==> config.mk <==
export PLATFORM = sky130hd
export DESIGN_NAME = conv_controller
export DESIGN_NICKNAME = d
export VERILOG_FILES = /design/src/rtl/conv_pkg.sv /design/src/rtl/conv_wrap_counter.sv /design/src/rtl/conv_controller.sv
export SDC_FILE = /design/constraint.sdc
export NUM_CORES = 1
export LEC_CHECK = 0
export CAP_MARGIN = 30
export CELL_PAD_IN_SITES_DETAIL_PLACEMENT = 1
export CELL_PAD_IN_SITES_GLOBAL_PLACEMENT = 2
export CORE_MARGIN = 3
export CORE_UTILIZATION = 34
export CTS_CLUSTER_DIAMETER = 40
export CTS_CLUSTER_SIZE = 40
export DETAILED_ROUTE_END_ITERATION = 8
export MAX_ROUTING_LAYER = met4
export PLACE_DENSITY = 0.77
export SLEW_MARGIN = 20
export SYNTH_ARGS = -nofsm -noshare
export SYNTH_HDL_FRONTEND = slang
export SYNTH_SLANG_ARGS = --single-unit
==> constraint.sdc <==
create_clock -name clk -period 2.51 [get_ports clk]
set_clock_uncertainty 0.1 [all_clocks]
set_input_delay 0.3765 -clock clk [delete_from_list [all_inputs] [get_ports clk]]
set_output_delay 0.3765 -clock clk [all_outputs]
set_load 0.02 [all_outputs]
==> src/rtl/conv_pkg.sv <==
// -----------------------------------------------------------------------------
// conv_pkg
// Shared definitions for the convolution controller slice: the FSM state
// encoding, default image/kernel geometry, and the counter widths that follow
// from that geometry.
// -----------------------------------------------------------------------------
package conv_pkg;

    // Controller states, in frame order
    typedef enum logic [2:0] {
        IDLE     = 3'd0,
        LOAD_W   = 3'd1,
        SHIFT    = 3'd2,
        NEXT_ROW = 3'd3,
        DONE     = 3'd4
    } conv_state_e;

    // Default geometry: 3x3 kernel sliding over an 8x8 image
    localparam int KERNEL_DIM_DEF = 3;
    localparam int IMG_WIDTH_DEF  = 8;
    localparam int IMG_HEIGHT_DEF = 8;

    // Width needed to count 0..modulus-1.
    // A modulus of 1 or 2 still gets one bit, so no counter ends up zero-width.
    function automatic int cnt_width(input int modulus);
        return (modulus <= 2) ? 1 : $clog2(modulus);
    endfunction

    // Counter widths for the default geometry
    localparam int WEIGHT_CNT_W_DEF = cnt_width(KERNEL_DIM_DEF * KERNEL_DIM_DEF);
    localparam int COL_CNT_W_DEF    = cnt_width(IMG_WIDTH_DEF);
    localparam int ROW_CNT_W_DEF    = cnt_width(IMG_HEIGHT_DEF - KERNEL_DIM_DEF + 1);

endpackage

==> src/rtl/conv_wrap_counter.sv <==
// -----------------------------------------------------------------------------
// conv_wrap_counter
// Modulo-MODULUS up-counter used for the weight address, the column position
// and the output-row position of the convolution controller.
//
// Ports:
//   i_clk    - clock, rising edge
//   i_reset  - asynchronous active-high reset, count returns to 0
//   i_inc    - advance the count by one (wrapping at MODULUS-1)
//   i_clr    - synchronous clear to 0, takes priority over i_inc
//   o_count  - current count value
//   o_wrap   - combinational: this cycle's increment rolls the count back to 0
// -----------------------------------------------------------------------------
module conv_wrap_counter
    import conv_pkg::*;
#(
    parameter int MODULUS = 8,
    parameter int WIDTH   = cnt_width(MODULUS)
) (
    input  logic             i_clk,
    input  logic             i_reset,
    input  logic             i_inc,
    input  logic             i_clr,
    output logic [WIDTH-1:0] o_count,
    output logic             o_wrap
);

    localparam logic [WIDTH-1:0] LAST = WIDTH'(MODULUS - 1);

    logic [WIDTH-1:0] r_count;
    logic             w_at_last;

    assign w_at_last = (r_count == LAST);

    // Count register; a clear wins over an increment landing in the same cycle
    always_ff @(posedge i_clk or posedge i_reset) begin
        if (i_reset) begin
            r_count <= '0;
        end else if (i_clr) begin
            r_count <= '0;
        end else if (i_inc) begin
            r_count <= w_at_last ? '0 : r_count + 1'b1;
        end
    end

    assign o_count = r_count;
    assign o_wrap  = i_inc && !i_clr && w_at_last;

endmodule

==> src/rtl/conv_controller.sv <==
// -----------------------------------------------------------------------------
// conv_controller
// Sequencing FSM for a KERNEL_DIM x KERNEL_DIM sliding-window convolution
// datapath. A frame loads KERNEL_DIM^2 weights, then shifts IMG_WIDTH pixel
// columns per output row for IMG_HEIGHT-KERNEL_DIM+1 output rows, flushing
// the window between rows.
//
// Ports:
//   clk, reset     - clock (rising edge), asynchronous active-high reset
//   start          - one-cycle frame request, only honoured in IDLE
//   weight_valid   - weight source offers a coefficient
//   weight_ready   - controller accepts a coefficient (registered)
//   weight_write   - datapath weight write strobe (weight_valid & weight_ready)
//   weight_addr    - coefficient index being written
//   pix_valid      - pixel source offers a column
//   pix_ready      - controller accepts a column (registered)
//   three_shift    - datapath column shift strobe (pix_valid & pix_ready)
//   window_clear   - flush the window between output rows (registered)
//   result_valid   - datapath output holds a full window result (registered)
//   busy           - controller is not in IDLE (registered)
//   done           - one-cycle end-of-frame pulse (registered)
// IMG_HEIGHT must be at least KERNEL_DIM.
// -----------------------------------------------------------------------------
module conv_controller
    import conv_pkg::*;
#(
    parameter int KERNEL_DIM = KERNEL_DIM_DEF,
    parameter int IMG_WIDTH  = IMG_WIDTH_DEF,
    parameter int IMG_HEIGHT = IMG_HEIGHT_DEF
) (
    input  logic                                          clk,
    input  logic                                          reset,
    input  logic                                          start,
    input  logic                                          weight_valid,
    output logic                                          weight_ready,
    output logic                                          weight_write,
    output logic [cnt_width(KERNEL_DIM*KERNEL_DIM)-1:0]   weight_addr,
    input  logic                                          pix_valid,
    output logic                                          pix_ready,
    output logic                                          three_shift,
    output logic                                          window_clear,
    output logic                                          result_valid,
    output logic                                          busy,
    output logic                                          done
);

    localparam int NUM_WEIGHTS = KERNEL_DIM * KERNEL_DIM;
    localparam int OUT_ROWS    = IMG_HEIGHT - KERNEL_DIM + 1;
    localparam int WEIGHT_W    = cnt_width(NUM_WEIGHTS);
    localparam int COL_W       = cnt_width(IMG_WIDTH);
    localparam int ROW_W       = cnt_width(OUT_ROWS);

    conv_state_e       r_state;
    conv_state_e       w_next;

    logic              r_weight_ready;
    logic              r_pix_ready;
    logic              r_window_clear;
    logic              r_result_valid;
    logic              r_busy;
    logic              r_done;

    logic              w_clr;
    logic              w_row_inc;
    logic              w_weight_wrap;
    logic              w_col_wrap;
    logic              w_row_wrap;
    logic [WEIGHT_W-1:0] w_weight_cnt;
    logic [COL_W-1:0]  w_col_cnt;
    logic [ROW_W-1:0]  w_row_cnt;
    logic              w_window_full;

    // The only combinational outputs: handshake strobes gated by the
    // registered ready flags, so they are forced low while reset holds
    // the ready flags at 0.
    assign weight_write = weight_valid & r_weight_ready;
    assign three_shift  = pix_valid & r_pix_ready;

    // A shift completes a window once at least KERNEL_DIM columns are in it
    assign w_window_full = (int'(w_col_cnt) >= KERNEL_DIM - 1);

    conv_wrap_counter #(
        .MODULUS (NUM_WEIGHTS),
        .WIDTH   (WEIGHT_W)
    ) u_weight_cnt (
        .i_clk   (clk),
        .i_reset (reset),
        .i_inc   (weight_write),
        .i_clr   (w_clr),
        .o_count (w_weight_cnt),
        .o_wrap  (w_weight_wrap)
    );

    conv_wrap_counter #(
        .MODULUS (IMG_WIDTH),
        .WIDTH   (COL_W)
    ) u_col_cnt (
        .i_clk   (clk),
        .i_reset (reset),
        .i_inc   (three_shift),
        .i_clr   (w_clr),
        .o_count (w_col_cnt),
        .o_wrap  (w_col_wrap)
    );

    conv_wrap_counter #(
        .MODULUS (OUT_ROWS),
        .WIDTH   (ROW_W)
    ) u_row_cnt (
        .i_clk   (clk),
        .i_reset (reset),
        .i_inc   (w_row_inc),
        .i_clr   (w_clr),
        .o_count (w_row_cnt),
        .o_wrap  (w_row_wrap)
    );

    // The row counter only advances into a following output row; the last
    // row leaves through DONE instead, so the counter never rolls over.
    always_comb begin
        assert (!w_row_wrap);
    end

    // State register
    always_ff @(posedge clk or posedge reset) begin
        if (reset) begin
            r_state <= IDLE;
        end else begin
            r_state <= w_next;
        end
    end

    // Next-state logic plus counter clear/row-advance controls
    always_comb begin
        w_next    = r_state;
        w_clr     = 1'b0;
        w_row_inc = 1'b0;
        case (r_state)
            IDLE: begin
                if (start) begin
                    w_next = LOAD_W;
                    w_clr  = 1'b1;
                end
            end
            LOAD_W: begin
                if (w_weight_wrap) begin
                    w_next = SHIFT;
                end
            end
            SHIFT: begin
                if (w_col_wrap) begin
                    if (int'(w_row_cnt) < IMG_HEIGHT - KERNEL_DIM) begin
                        w_next    = NEXT_ROW;
                        w_row_inc = 1'b1;
                    end else begin
                        w_next = DONE;
                    end
                end
            end
            NEXT_ROW: begin
                w_next = SHIFT;
            end
            DONE: begin
                w_next = IDLE;
            end
            default: begin
                w_next = IDLE;
            end
        endcase
    end

    // Status outputs are registered from the next state, so each one lines
    // up exactly with the state it describes. result_valid follows the
    // shift that completed a window by one cycle.
    always_ff @(posedge clk or posedge reset) begin
        if (reset) begin
            r_weight_ready <= 1'b0;
            r_pix_ready    <= 1'b0;
            r_window_clear <= 1'b0;
            r_result_valid <= 1'b0;
            r_busy         <= 1'b0;
            r_done         <= 1'b0;
        end else begin
            r_weight_ready <= (w_next == LOAD_W);
            r_pix_ready    <= (w_next == SHIFT);
            r_window_clear <= (w_next == NEXT_ROW);
            r_result_valid <= three_shift && w_window_full;
            r_busy         <= (w_next != IDLE);
            r_done         <= (w_next == DONE);
        end
    end

    assign weight_ready = r_weight_ready;
    assign pix_ready    = r_pix_ready;
    assign window_clear = r_window_clear;
    assign result_valid = r_result_valid;
    assign busy         = r_busy;
    assign done         = r_done;
    assign weight_addr  = w_weight_cnt;

endmodule

# Word level (Yosys, flattened, before mapping)
# Index checks and enable logic that the tools add are counted.
# word_totals
output_inout_bits	12
ff_bits	19
# op_classes
n_reduce_logical	11
n_addsub	3
n_bitwise	2
n_eq_ne	10
n_lt_le_gt_ge	2
muxes	19
# ops
cell	n
two-way mux 3 bit	10
== test 3 x 2 -> 1 bit (second input constant)	4
two-way mux 4 bit	3
case mux 3 bit (4 select lines)	1
== test 3 bit (second input constant)	3
adder 3 x 1 -> 3 bit (second input constant)	2
== test 3 x 1 -> 1 bit (second input constant)	2
nonzero test 2 bit	3
logical AND 1 bit	5
two-way mux 1 bit	5
adder 4 x 1 -> 4 bit (second input constant)	1
== test 4 bit (second input constant)	1
>= comparator 3 x 2 -> 1 bit (second input constant)	1
zero test 3 bit	1
< comparator 3 bit (second input constant)	1
nonzero test 3 bit	1
bitwise AND 1 bit	2
zero test 1 bit	1

# Logic depth before layout (Yosys ltp)
# Gate-level depths: netlist of run 1.
# depth
word_depth	9
ltp_mapped	5
mapped_depth_nobuf	5

# Hierarchy
# From an unflattened synthesis of run 1, not the netlist that was laid out.
# unflattened
hier_cells	87
area_unflattened_um2	945.9
# by_module_without_submodules
mod	cells_per_inst	seq_area_each_um2	n_inst	area_per_inst_um2
conv_controller	32	225.2	1	384.1
conv_wrap_counter at u_weight_cnt	26	100.1	1	245.2
conv_wrap_counter at u_col_cnt	15	75.1	1	162.7
conv_wrap_counter at u_row_cnt	14	75.1	1	153.9

# Worst setup path after synthesis of run 1
# No wires, ideal clock.
# synth_path
kind	flip-flop to flip-flop
from	reg u_col_cnt.r_count[0], in the netlist u_col_cnt.o_count[0]
to	reg u_row_cnt.r_count[0], in the netlist u_row_cnt.o_count[0]
arrival_time_ns	1.412
slack_ns	0.873
required_time_ns	2.285
path_stages_with_launch	6
path_cell_list	dfrtp_1 ha_1 ha_1 and4b_1 and3_4 mux2_4
# synth_via
elab_chain_cells	5
# synth_lines
element	line	source
start: declaration	conv_wrap_counter.sv:30	logic [WIDTH-1:0] r_count;
start signal: assignment	conv_wrap_counter.sv:42	r_count <= w_at_last ? '0 : r_count + 1'b1;
== test 3 bit	conv_wrap_counter.sv:33	assign w_at_last = (r_count == LAST);
logical AND 1 bit	conv_wrap_counter.sv:47	assign o_wrap = i_inc && !i_clr && w_at_last;
two-way mux 1 bit	conv_controller.sv:151	if (w_col_wrap) begin
two-way mux 1 bit	conv_controller.sv:138	case (r_state)
nonzero test 2 bit (no source line)	-	
end signal: assignment	conv_wrap_counter.sv:42	
end: declaration	conv_wrap_counter.sv:30	
# No other way between the ends.
# A chain may end at the register's enable or synchronous reset.

# Worst setup path in the final report of run 1
# layout_path
from	in weight_valid
to	out weight_write
# layout_via
elab_chain_cells	1
# layout_lines
element	line	source
start: declaration	conv_controller.sv:34	input logic weight_valid,
bitwise AND 1 bit	conv_controller.sv:76	assign weight_write = weight_valid & r_weight_ready;
end: declaration	conv_controller.sv:36	output logic weight_write,
# No other way between the ends.

==> metrics.yaml, run 1 <==
hpwl_mm: 1.70
crit_type: "input pin to primary output"
final_nets: 116
gp_congestion: 0.816
io_pins: 17
synth_cells: 87
r2r_cells: 5
synth_seq_area_share: 0.505
setup_violations: 0
period_minus_slack_ps: 2220
final_cells: 136
setup_slack_ps: 285
clkLatencyLatePin_ps: 300
ys_warn_count: 0
reg2reg_to: "u_row_cnt.o_count[0]"
clk_path_buf_depth: 2
cts_resized: 0
die_height_um: 58.6
status: "completed"
synth.avg_cell_area_um2: 10.8
postCtsSetupRepairBufs: 0
cts_tree: "yes"
core_mm2: 0.00254
hold_viol: 0
pre_cts_slack_ps: 269
ys_top_cells_by_count: "dfrtp_1 (19), nand2_1 (8), nor2_1 (8), a21oi_1 (7), inv_1 (7)"
cts_root_buf: "clkbuf_4"
async_flop_share: 1.00
slew_headroom: 0.519
drtIter0Drc: 31
critPathLaunch: "weight_valid"
setup_tns_ps: 0
worst_ep_required_time_ps: 2030
drc: 0
synth-edff-count: 0
placedInstanceArea_mm2: 0.00112
die_w_um: 58.6
rsz0062_at_grt: "no"
syn-cell-area_um2: 941
numPortBuffers: 16
n_antenna_cell: 0
ir_drop_mv: 0.599
crit_path_end_kind: "primary output"
fp-row-count: 18
drive_gt1_frac: 0.0943
powerDensity_mw_per_mm2: 956
clkSlewWorstSetupHoldPaths_ps: 110
p_leak_uw: 0.000523
reg2reg_from: "u_col_cnt.o_count[0]"
yosys.area.top_type: "dfrtp_1"
synthTopCellsByArea: "dfrtp_1 (51%), ha_1 (5.3%), a21oi_1 (3.7%)"
syn_to_final_growth_pct: 22.3
first_global_vias: 754
hold_path.class: "input pin to asynchronous set/reset pin"
cts_sinks: 19
grt_max_degree: 20
htreeDepth: 1
hold_ws_ps: 383
via_count: 736
critPathLaunchType: "input pin"
max_clock_freq_ghz: 0.449
finalMaxSlewViolations: 0
maxCapViolations: 0
ys_types: 30
ys_seq_elements: 19
overflow: 0
routed_via_density: 5.41
synth.most_common_cell: "dfrtp_1"
antenna_left: 0
fin_area_mm2: 0.00115
drtPass1Iterations: 4
dieArea_mm2: 0.00343
groute.usage.overall: 0.147
worst_slew_pin_slew_ps: 721
synth_fp_nets: 96
grt_pass1_wl_mm: 3.66
arrival_ps: 1750
avgRoutedWirePerCell_um: 15.9
cp_max_fo: 5
antenna_found_initial: 0
placedCellCount: 132
initial_utilization: 0.370
synth_top_flop_cell: "dfrtp_1"
regToRegSetupSlack_ps: 730
endpoint: "weight_write"
synth.top_cell.area_share: 0.505
finalWirelength_mm: 2.17
fin_crit_sh: 0.886
cts_buffers: 3
hold_buffers: 0
-- report_power, final --
group          switching, uW  internal [uW]
clock network           99.2           59.5
registers                107            386
logic                    240            209
-- layer usage --
layer / share of wire / track usage / vias up
li1: - / - / 347
met1: 0.47 / 0.189 / 376
met2: 0.49 / 0.234 / 11
met3: 0.030 / 0.0263 / 2
met4: 0.013 / 0.0485 / 0
met5: 0 / - / -
-- flip-flops by register name, indices dropped and copies added (netlist names) --
register and cells:
u_row_cnt.o_count 3, done 1, pix_ready 1, u_weight_cnt.o_count 4, busy 1, u_col_cnt.o_count 3
r_state 3, result_valid 1, weight_ready 1, window_clear 1
-- cells in the final DEF (no fill, tap or decap), drive strengths merged, types with 2 or more instances in the layout --
cell type      count
dfrtp             19
clkdlybuf4s50     16
nor2               8
nand2              8
a21oi              7
inv                7
ha                 4
nand3              3
clkbuf             3
o21ai              3
nand4b             2
or3                2
nor4               2
nor3               2
mux2i              2
a41oi              2
-- stage by stage --
stage | total power, uW | util
after floorplan | 753 | -
after global placement | 936 | 0.441
after detailed placement | 960 | 0.441
after CTS | 1120 | 0.452
after global routing | 1190 | 0.452
final | 1100 | 0.452
-- logic make-up (layout without fill, tap and decap cells) --
logic type / count (synthesis) / in the layout / synth area share
AND/OR/NAND/NOR: 35 / 35 / 0.227
flip-flops: 19 / 19 / 0.505
AO/OA/AOI/OAI: 17 / 17 / 0.125
buffers and inverters: 9 / 28 / 0.0519
adder cells (fa/ha/maj): 4 / 4 / 0.0532
multiplexers: 3 / 3 / 0.0372
-- critical path: stages --
cell and delay [ps]:
clkdlybuf4s50_1 480, nand2_1 100, inv_1 160, clkdlybuf4s50_1 630
-- worst min-delay path by stage --
stage,depth (start not counted),slack (ps),end,start
after floorplan,1,230,busy,reset
after global placement,1,450,u_weight_cnt.o_count[3],u_weight_cnt.o_count[3]
after detailed placement,2,460,result_valid,u_col_cnt.o_count[2]
after CTS,2,410,pix_ready,reset
after global routing,2,450,window_clear,reset
final,2,380,u_weight_cnt.o_count[0],reset
-- final cells by class --
class / instances / area (um2)
clock buffer: 3 / 22.5
clock inverter: 1 / 5.00
fill: 292 / 1390
inverter: 7 / 26.3
multi-input combinational: 59 / 417
sequential: 19 / 475
tap: 30 / 37.5
timing repair buffer: 17 / 168
Power figures use the tool's default switching activity.
==> run 2, diff against run 1 <==
--- a/config.mk
+++ b/config.mk
@@ -9,12 +9,11 @@
 export CELL_PAD_IN_SITES_DETAIL_PLACEMENT = 1
 export CELL_PAD_IN_SITES_GLOBAL_PLACEMENT = 2
 export CORE_MARGIN = 3
-export CORE_UTILIZATION = 34
-export CTS_CLUSTER_DIAMETER = 40
+export CORE_UTILIZATION = 29
 export CTS_CLUSTER_SIZE = 40
 export DETAILED_ROUTE_END_ITERATION = 8
 export MAX_ROUTING_LAYER = met4
-export PLACE_DENSITY = 0.77
+export PLACE_DENSITY = 0.7
 export SLEW_MARGIN = 20
 export SYNTH_ARGS = -nofsm -noshare
 export SYNTH_HDL_FRONTEND = slang
==> constraint.sdc (replaced) <==
create_clock -name clk -period 1.9 [get_ports clk]
set_clock_uncertainty 0.1 [all_clocks]
set_input_delay 0.285 -clock clk [delete_from_list [all_inputs] [get_ports clk]]
set_output_delay 0.285 -clock clk [all_outputs]
set_load 0.02 [all_outputs]
==> metrics.yaml, run 2 (synthesized netlist as in run 1, its figures left out) <==
cp_max_fo: 7  # +2
numPortBuffers: 16  # unchanged
powerDensity_mw_per_mm2: 1190  # +24%
die_w_um: 63.0  # +7.4%
setup_tns_ps: 0  # unchanged
finalWirelength_mm: 2.14  # -1.2%
first_global_vias: 796  # +5.6%
crit_path_end_kind: "primary output"
status: "completed"
slew_headroom: 0.710  # +0.191
final_cells: 158  # +16%
routed_via_density: 4.66  # -14%
max_clock_freq_ghz: 0.553
die_height_um: 63.0  # +7.4%
hold_buffers: 0  # unchanged
slowest_delay_ps: 650  # +20 ps
gp_congestion: 0.745  # -8.8%
cts_resized: 0  # unchanged
period_minus_slack_ps: 1810
grt_max_degree: 20  # unchanged
cts_tree: "yes"
drtIter0Drc: 15  # -52%
crit_buf_inv: 1  # -2
initial_utilization: 0.306  # -0.0640
groute.usage.overall: 0.119  # -0.0276
drive_gt1_frac: 0.167  # +0.0723
p_leak_uw: 0.000589  # +13%
dieArea_mm2: 0.00396  # +15%
crit_chain: "clkdlybuf4s50_1"
cts_sinks: 19  # unchanged
clkSlewWorstSetupHoldPaths_ps: 120  # about the same
largest_reg_flops: 4  # unchanged
hold_path.class: "input pin to asynchronous set/reset pin"
crit_family: "buffers and inverters"
final_common_cell: "dfrtp_1"
worst_ep_required_time_ps: 1510  # -520 ps
maxCapViolations: 0  # unchanged
num-fill-cells: 356  # +22%
worst_slew_pin_slew_ps: 434  # -287 ps
via_count: 736  # unchanged
htreeDepth: 1  # unchanged
finalMaxSlewViolations: 0  # unchanged
antenna_left: 0  # unchanged
overflow: 0  # unchanged
drtPass1Iterations: 4  # unchanged
cts_root_buf: "clkbuf_4"
postCtsSetupRepairBufs: 0  # unchanged
clkLatencyLatePin_ps: 300  # about the same
critPathLaunchType: "register"
final_cell_mix: "dfrtp_1 (18), clkdlybuf4s50_1 (14), buf_4 (9)"
core_mm2: 0.00308  # +21%
n_antenna_cell: 0  # unchanged
fp-row-count: 20  # +2
cts_buffers: 3  # unchanged
rsz0062_at_grt: "no"
fin_util: 0.401  # -0.0511
setup_violations: 0  # unchanged
antenna_found_initial: 0  # unchanged
drc: 0  # unchanged
placedCellCount: 154  # +17%
slowest_stage: "clkdlybuf4s50_1"
ir_drop_mv: 0.424  # -29%
clk_path_buf_depth: 2  # unchanged
fin_crit_sh: 0.951
hold_viol: 0  # unchanged
syn_to_final_growth_pct: 31.2
hpwl_mm: 1.63  # -4.3%
arrival_ps: 1420  # -330 ps
final_nets: 124  # +6.9%
power.total_uw: 1470  # +33%
avgRoutedWirePerCell_um: 13.6  # -15%
crit_type: "register to primary output"
io_pins: 17  # unchanged
grt_pass1_wl_mm: 3.69  # +0.93%
run 2: changes by cell type in the layout (fill, tap and decap cells not counted):
cell / before / now
buf_4: 1 / 9
clkdlybuf4s50_1: 16 / 14
dfrtp_1: 19 / 18
dfrtp_2: 0 / 1
dlymetal6s2s_1: 0 / 2
run 2: worst paths after layout:
kind	startpoint	endpoint	slack, ps	cells past startpoint
max	u_weight_cnt.o_count[2]	weight_addr[2]	90	1
min	reset	result_valid	190	3
max reg2reg	u_col_cnt.o_count[0]	u_row_cnt.o_count[0]	160	5
min reg2reg	u_col_cnt.o_count[2]	result_valid	450	2
max in group asynchronous	reset	pix_ready	1300	3
min in group clk	u_col_cnt.o_count[2]	result_valid	450	2
run 2: power breakdown:
part / internal (uW) / total, uW / switching (uW)
clock network: 78.6 / 211 / 132
logic: 293 / 605 / 312
registers: 512 / 651 / 139
total: 883 / 1470 / 583
run 2: cell type report:
class	instances	area, um2	area share
inverter	7	26.3	0.0213
timing repair buffer	25	233	0.188
sequential	19	477	0.386
multi-input combinational	59	417	0.337
clock buffer	3	22.5	0.0182
clock inverter	1	5.00	0.00405
tap	44	55.1	0.0446
run 2: metal layers:
| metal | share of wire | up-vias | global-route usage | routed length [um] |
|---|---|---|---|---|
| met2 | 0.50 | 10 | 0.204 | 1060 |
| met1 | 0.47 | 362 | 0.138 | 1000 |
| met3 | 0.034 | 0 | 0.0414 | 73 |
| li1 | - | 364 | - | - |
| met4 | 0 | 0 | 0.0165 | 0 |
| met5 | 0 | - | - | 0 |
run 2: stage by stage:
stage	setup slack, ps	cell area (um2)	hold slack (ps)
after floorplan	263	941	136
after global placement	23.5	1200	421
after detailed placement	7.22	1200	441
after CTS	4.07	1230	187
after global routing	29.8	1230	199
final	92.9	1230	186
